File: src/rtl/mux8_arb_pkg.sv
// Shared types and constants for the eight-way round-robin mux arbiter.
// The two-state FSM is fully visible through the busy output (busy == S_GRANT).
package mux8_arb_pkg;
   typedef enum logic {S_IDLE, S_GRANT} arb_state_t;
   localparam int NREQ  = 8;
   localparam int SEL_W = 3;
endpackage

File: src/rtl/mux8.sv
// Eight-way N-bit datapath multiplexer; word i lives at d[i*N +: N].
module mux8 #(
   parameter int N = 8
) (
   input  logic [8*N-1:0] d,
   input  logic [2:0]     sel,
   output logic [N-1:0]   y
);
   assign y = d[sel*N +: N];
endmodule

File: src/rtl/rr_pick8.sv
// Rotating-priority picker: searches ptr, ptr+1, ... ptr+7 (mod 8) for the first set request.
module rr_pick8
   import mux8_arb_pkg::*;
(
   input  logic [NREQ-1:0]  req,
   input  logic [SEL_W-1:0] ptr,
   output logic             any,
   output logic [SEL_W-1:0] winner
);
   logic [SEL_W-1:0] idx;
   logic             found;

   always_comb begin
      any    = |req;
      winner = '0;
      found  = 1'b0;
      idx    = '0;
      for (int k = 0; k < NREQ; k++) begin
         // 3-bit addition wraps naturally past requester 7
         idx = ptr + SEL_W'(k);
         if (!found && req[idx]) begin
            winner = idx;
            found  = 1'b1;
         end
      end
   end
endmodule

File: src/rtl/mux8_rr_arbiter.sv
// Round-robin arbiter that owns the select of a shared mux8 and forwards bursts
// from the granted requester through one valid/ready port.
module mux8_rr_arbiter
   import mux8_arb_pkg::*;
#(
   parameter int N         = 8,
   parameter int MAX_BEATS = 16
) (
   input  logic              clk,
   input  logic              rst,
   input  logic [NREQ-1:0]   req,
   input  logic [NREQ-1:0]   last,
   input  logic [NREQ*N-1:0] data_in,
   input  logic              out_ready,
   output logic              out_valid,
   output logic [N-1:0]      out_data,
   output logic [NREQ-1:0]   grant,
   output logic [SEL_W-1:0]  select,
   output logic              busy
);
   localparam int CNT_W = $clog2(MAX_BEATS + 1);
   localparam logic [CNT_W-1:0] LAST_CNT = CNT_W'(MAX_BEATS - 1);

   arb_state_t       state;
   logic [SEL_W-1:0] ptr;
   logic [CNT_W-1:0] beat_cnt;
   logic             any;
   logic [SEL_W-1:0] winner;
   logic             sel_req;
   logic             sel_last;
   logic             xfer;

   rr_pick8 u_pick (
      .req    (req),
      .ptr    (ptr),
      .any    (any),
      .winner (winner)
   );

   mux8 #(.N(N)) u_mux (
      .d   (data_in),
      .sel (select),
      .y   (out_data)
   );

   assign sel_req  = req[select];
   assign sel_last = last[select];
   assign busy     = (state == S_GRANT);

   // Handshake: a beat moves on any cycle where out_valid && out_ready are both high;
   // out_valid never waits on out_ready, and a reset cycle forwards nothing.
   assign out_valid = busy && sel_req && rst;
   assign xfer      = out_valid && out_ready;

   always_ff @(posedge clk) begin
      if (!rst) begin
         state    <= S_IDLE;
         grant    <= '0;
         select   <= '0;
         ptr      <= '0;
         beat_cnt <= '0;
      end else begin
         case (state)
            S_IDLE: begin
               if (any) begin
                  grant    <= NREQ'(1) << winner;
                  select   <= winner;
                  beat_cnt <= '0;
                  state    <= S_GRANT;
               end
            end
            S_GRANT: begin
               // Withdrawal, end of burst and the fairness bound all release the same way
               if (!sel_req || (xfer && (sel_last || beat_cnt == LAST_CNT))) begin
                  state    <= S_IDLE;
                  grant    <= '0;
                  ptr      <= select + SEL_W'(1);
                  beat_cnt <= '0;
               end else if (xfer) begin
                  beat_cnt <= beat_cnt + CNT_W'(1);
               end
            end
            default: begin
               state <= S_IDLE;
               grant <= '0;
            end
         endcase
      end
   end
endmodule

File: config.mk
export PLATFORM = sky130hd
export DESIGN_NAME = mux8_rr_arbiter
export DESIGN_NICKNAME = d
export VERILOG_FILES = /design/src/rtl/mux8_arb_pkg.sv /design/src/rtl/mux8.sv /design/src/rtl/rr_pick8.sv /design/src/rtl/mux8_rr_arbiter.sv
export SDC_FILE = /design/constraint.sdc
export NUM_CORES = 1
export LEC_CHECK = 0
export CAP_MARGIN = 20
export CORE_UTILIZATION = 45
export DETAILED_ROUTE_END_ITERATION = 12
export PLACE_DENSITY = 0.81
export SLEW_MARGIN = 20
export SYNTH_ARGS = -nofsm -noshare
export SYNTH_HDL_FRONTEND = slang
export SYNTH_HIERARCHICAL = 1
export SYNTH_SLANG_ARGS = --single-unit
File: constraint.sdc
create_clock -name clk -period 5 [get_ports clk]
set_input_delay 0.75 -clock clk [delete_from_list [all_inputs] [get_ports clk]]
set_output_delay 0.75 -clock clk [all_outputs]
set_load 0.005 [all_outputs]
### Yosys cells after proc, flatten, opt, wreduce, memory -nomap -nowiden

Cells that the tools add are included.

* word-level logic and storage cells: 101
* output and inout port bits: 21
* flip-flop bits (word level): 20

* order comparisons: 9
* reductions and logical operators: 26
* equal/unequal tests: 4
* shift operators: 2
* multiplexer cells: 45
* add/subtract/negate cells: 9
* bitwise logic cells: 1

Operators with widths (count)
* $shiftx A64 B7 Y8: 1
* $lt A3 B4 Y1 const B: 9
* $bmux W1 S3: 10
* $mux W3: 8
* $mux W1: 19
* $mux W8: 2
* $pmux W8 S2: 1
* $mux W5: 3
* $add A3 B3 Y3 const B: 4
* $logic_and A1 B1 Y1: 11
* $pmux W5 S2: 1
* $logic_not A1 Y1: 8
* $reduce_and A2 Y1: 4
* $reduce_or A8 Y1: 1
* $shl A1 B3 Y8 const A: 1
* $add A3 B1 Y3 const B: 2
* $add A3 B2 Y3 const B: 2
* $add A5 B1 Y5 const B: 1
* $eq A5 B4 Y1 const B: 1
* $ne A3 B1 Y1 const B: 1
* $logic_or A1 B1 Y1: 2
* $ne A2 B1 Y1 const B: 1
* $ne A2 B2 Y1 const B: 1
* $pmux W1 S2: 1
* $not A1 Y1: 1

### Logic depth before layout (Yosys ltp)

* depth after elaboration: 27
* mapped depth: 14
* depth with buffers taken out: 12

### Hierarchy

Netlist, hierarchy kept.

By module, submodules not included
* mux8_rr_arbiter: cells an instance 123, area each 1123.6 um2, seq. area each 400.4 um2, times used 1
* rr_pick8: cells an instance 116, area each 1113.6 um2, seq. area each 0.0 um2, times used 1
* mux8: cells an instance 29, area each 550.5 um2, seq. area each 0.0 um2, times used 1

### Worst setup path before layout

No wires, ideal clock.

* path type: register to register
* start: register ptr[0]
* end: register grant[1]
* arrival time: 3.230 ns
* path slack: 1.638 ns
* cell stages (with the launch flop): 14
* path buffers: 2
* data required time: 4.868 ns
* setup time: 0.132 ns
* cells stage by stage: dfxtp_1 > buf_6 > inv_1 > ha_1 > buf_4 > mux4_1 > mux2_2 > or3_1 > a211o_1 > a21oi_1 > nand2b_1 > nor3_1 > a21oi_1 > a21oi_1

* cells in the longest elaborated chain, start to end: 27
* elaborated cells between the ends (all ways): 55
* those cells by class: 7 x add/sub; 1 x shift; 33 x mux; 14 x reduce/logical

RTL lines
* start: declaration: line mux8_rr_arbiter.sv:25 `logic [SEL_W-1:0] ptr;`
* start signal: assignment: line mux8_rr_arbiter.sv:77 `ptr <= select + SEL_W'(1);`
* parallel branches: the longest is 23 deep, another holds $add A3 B1 Y3
* $mux W3 *: line rr_pick8.sv:21 `if (!found && req[idx]) begin`
* via winner[1]: line mux8_rr_arbiter.sv:28 `logic [SEL_W-1:0] winner;`
* $shl A1 B3 Y8 *: line mux8_rr_arbiter.sv:66 `grant <= NREQ'(1) << winner;`
* $mux W8 *: line mux8_rr_arbiter.sv:65 `if (any) begin`
* $pmux W8 S2 *: line mux8_rr_arbiter.sv:63 `case (state)`
* end signal: assignment: line mux8_rr_arbiter.sv:66
* end: declaration: line mux8_rr_arbiter.sv:17 `output logic [NREQ-1:0] grant,`

Mark *: on every way through the listed nets, which the timed path passes. The select of a mux whose other input is x is not followed.
A chain may end at the register's enable or synchronous reset.

### Worst setup path after layout

* start: register ptr[1]
* end: register grant[3]

The elaborated chain is that of the path after synthesis.

==> results.ini <==
[synthesis]
syn_avg_cell_area_um2 = 10.4
yosysWarnings = 6
synth-edff-count = 0
synthDistinctLibCells = 60
syn_area_um2 = 2790
synth_top_flop_cell = dfxtp_1
synth-seq-cells = 20
syn-num-nets = 356
syn_inst = 268
yosysSeqAreaShare = 0.144
async_flop_share = 0

[final_layout]
final_common_cell = clkdlybuf4s50_1
synthToLayoutAreaGrowth_pct = 36.8
mostFrequentLayoutCells = clkdlybuf4s50_1, a21oi_1, mux4_1
final_core_util = 0.641
antenna_cells = 0
fillers = 500
layout-drive-gt1-share = 0.124
finalNetCount = 444

[route]
postRouteAntennaNets = 0
vias_per_cell = 6.21
first_iter_violations = 233
route.detailed.drc = 0
wirelength_um = 8290
wl_per_cell_um = 19.3
firstDrtPassIters = 6
vias = 2671

[timing]
maxSlewViolCount = 0
period_share = 0.862
rsz0062_at_grt = false
max_slew_margin = 0.396
finalSetupViolCount = 0
worst_slew_pin_slew_ns = 0.904
hold_viol_final = 0
setup_tns_ns = 0
fin_worst_skew_ns = 0.00424
fmax_mhz = 232
min_period_ns = 4.31

[floorplanning]
initial_core_util = 0.468
die_y_um = 80.7
ios = 104
fp.dieW_um = 80.7
placeableCoreArea_um2 = 5960
fp-row-count = 28
dieArea_um2 = 6510

[clock_network]
cts_tree = built
h-tree-depth = 1
cts_buffers = 3
cts_sinks = 20
clockBufferDepth = 2
cts_hold_buf = 0
cts_root_buf = clkbuf_8
cts.repair.resized = 0
cts_setup_buffers = 0
clock_latency_ns = 0.25
clk_pin_slew_ns = 0.07

[critical_path]
critical_path_class = register to register
cp-start-kind = register
arrival_ns = 4.50
worstPathRequired_ns = 5.19
cp-end-kind = register
critPathMaxFanout = 16

[global_route]
grt_start_max_net_pins = 23
antenna_found_initial = 0
overflow = 0
grtUsageTotal = 0.259
grt_pass1_wl_um = 13000
grt_pass1_vias = 2595

[placed_design]
place.gp.congestion = 0.923
dpl.hpwl_um = 6330
portBuffers = 103

[hold_path]
min_path_type = register to register

[power]
pwr_density_cell_nw_per_um2 = 227
finalPower_uw = 866
ir_worst_vdd_mv = 0.167
p_leak_nw = 1.37

[run]
drv_cap = 0

[outcome]
status = completed

==> cells in the mapped netlist, drive strengths merged (2+ instances only) <==
| master | instances | share of area |
|---|---|---|
| nor4 | 3 | 0.0067 |
| buf | 10 | 0.037 |
| clkbuf | 12 | 0.023 |
| a21oi | 26 | 0.048 |
| o211ai | 2 | 0.0054 |
| xor2 | 2 | 0.0063 |
| xnor2 | 3 | 0.012 |
| and2 | 2 | 0.0045 |
| dfxtp | 20 | 0.14 |
| nor2b | 5 | 0.014 |
| mux2 | 14 | 0.058 |
| a311oi | 2 | 0.0063 |
| nor3 | 8 | 0.014 |
| a21o | 3 | 0.0081 |
| or3 | 2 | 0.0045 |
| nand2b | 3 | 0.0067 |
| nor2 | 13 | 0.018 |
| ha | 5 | 0.022 |
| a31oi | 3 | 0.018 |
| a211oi | 3 | 0.0081 |
| nand3 | 12 | 0.022 |
| and3 | 4 | 0.0094 |
| o21ai | 6 | 0.012 |
| o21a | 2 | 0.0054 |
| mux2i | 19 | 0.074 |
| nand2 | 21 | 0.030 |
| inv | 13 | 0.018 |
| mux4 | 35 | 0.32 |
==> worst max-delay path, cell delays in order, from the launching register on <==
cell and delay [ns]:
dfxtp_1 0.75, inv_1 0.29, ha_1 0.61, mux4_1 0.65
mux2_2 0.35, or3_1 0.36, a211o_1 0.27, a21oi_1 0.38
nand2_1 0.14, nor3_1 0.21, o21ai_0 0.11, nor2_1 0.13
==> through the flow <==
stage	setup WS [ns]	hold WS, ns	cells	instance area (um^2)
after floorplan	1.64	0.473	268	2790
after global placement	0.852	0.466	426	3760
after detailed placement	0.768	0.475	426	3760
after CTS	0.745	0.485	430	3810
after global routing	0.409	0.503	430	3810
final	0.689	0.485	430	3810
==> cell families (layout without fill, tap and decap cells) <==
| kind of cell | after synthesis | after routing | share of synthesized area |
|---|---|---|---|
| multiplexers | 68 | 68 | 0.448 |
| adder cells (fa/ha/maj) | 5 | 5 | 0.0224 |
| buffers and inverters | 35 | 122 | 0.0776 |
| flip-flops | 20 | 20 | 0.144 |
| AND/OR/NAND/NOR | 76 | 76 | 0.139 |
| XOR/XNOR | 5 | 5 | 0.0184 |
| AO/OA/AOI/OAI | 59 | 59 | 0.151 |
==> worst paths after layout <==
kind / slack, ns / depth (start not counted) / startpoint / end
worst max-delay path: 0.69 / 11 / ptr[1] / grant[3]
worst min-delay path: 0.49 / 2 / grant[4] / grant[4]
worst max register to register: 0.69 / 11 / ptr[1] / grant[3]
worst min register to register: 0.49 / 2 / grant[4] / grant[4]
==> per-layer routing <==
layer / GRT usage / share of wire / vias up
met2: 0.471 / 0.52 / 106
met4: 0.0696 / 0.022 / 0
li1: - / - / 1244
met1: 0.319 / 0.40 / 1301
met5: 0 / 0 / -
met3: 0.0341 / 0.051 / 20
==> flip-flops by register name, indices dropped and copies added (netlist names) <==
| signal | cells |
|---|---|
| grant | 8 |
| select | 3 |
| busy | 1 |
| ptr | 3 |
| beat_cnt | 5 |
==> cell type report <==
| cell class | count | area [um^2] | share of cell area |
|---|---|---|---|
| well taps | 75 | 93.8 | 0.0246 |
| inverters | 13 | 48.8 | 0.0128 |
| multi-input cells | 213 | 2170 | 0.569 |
| clock buffers | 4 | 55.1 | 0.0144 |
| repair buffers | 105 | 1050 | 0.274 |
| flip-flops and latches | 20 | 400 | 0.105 |
==> report_power, final <==
group          internal (mW)  switching (mW)  leakage (nW)
Combinational          0.306           0.230          1.18
Clock                 0.0700          0.0518        0.0288
Sequential             0.173          0.0358         0.163
No activity file was read; power rests on OpenSTA's default activity.
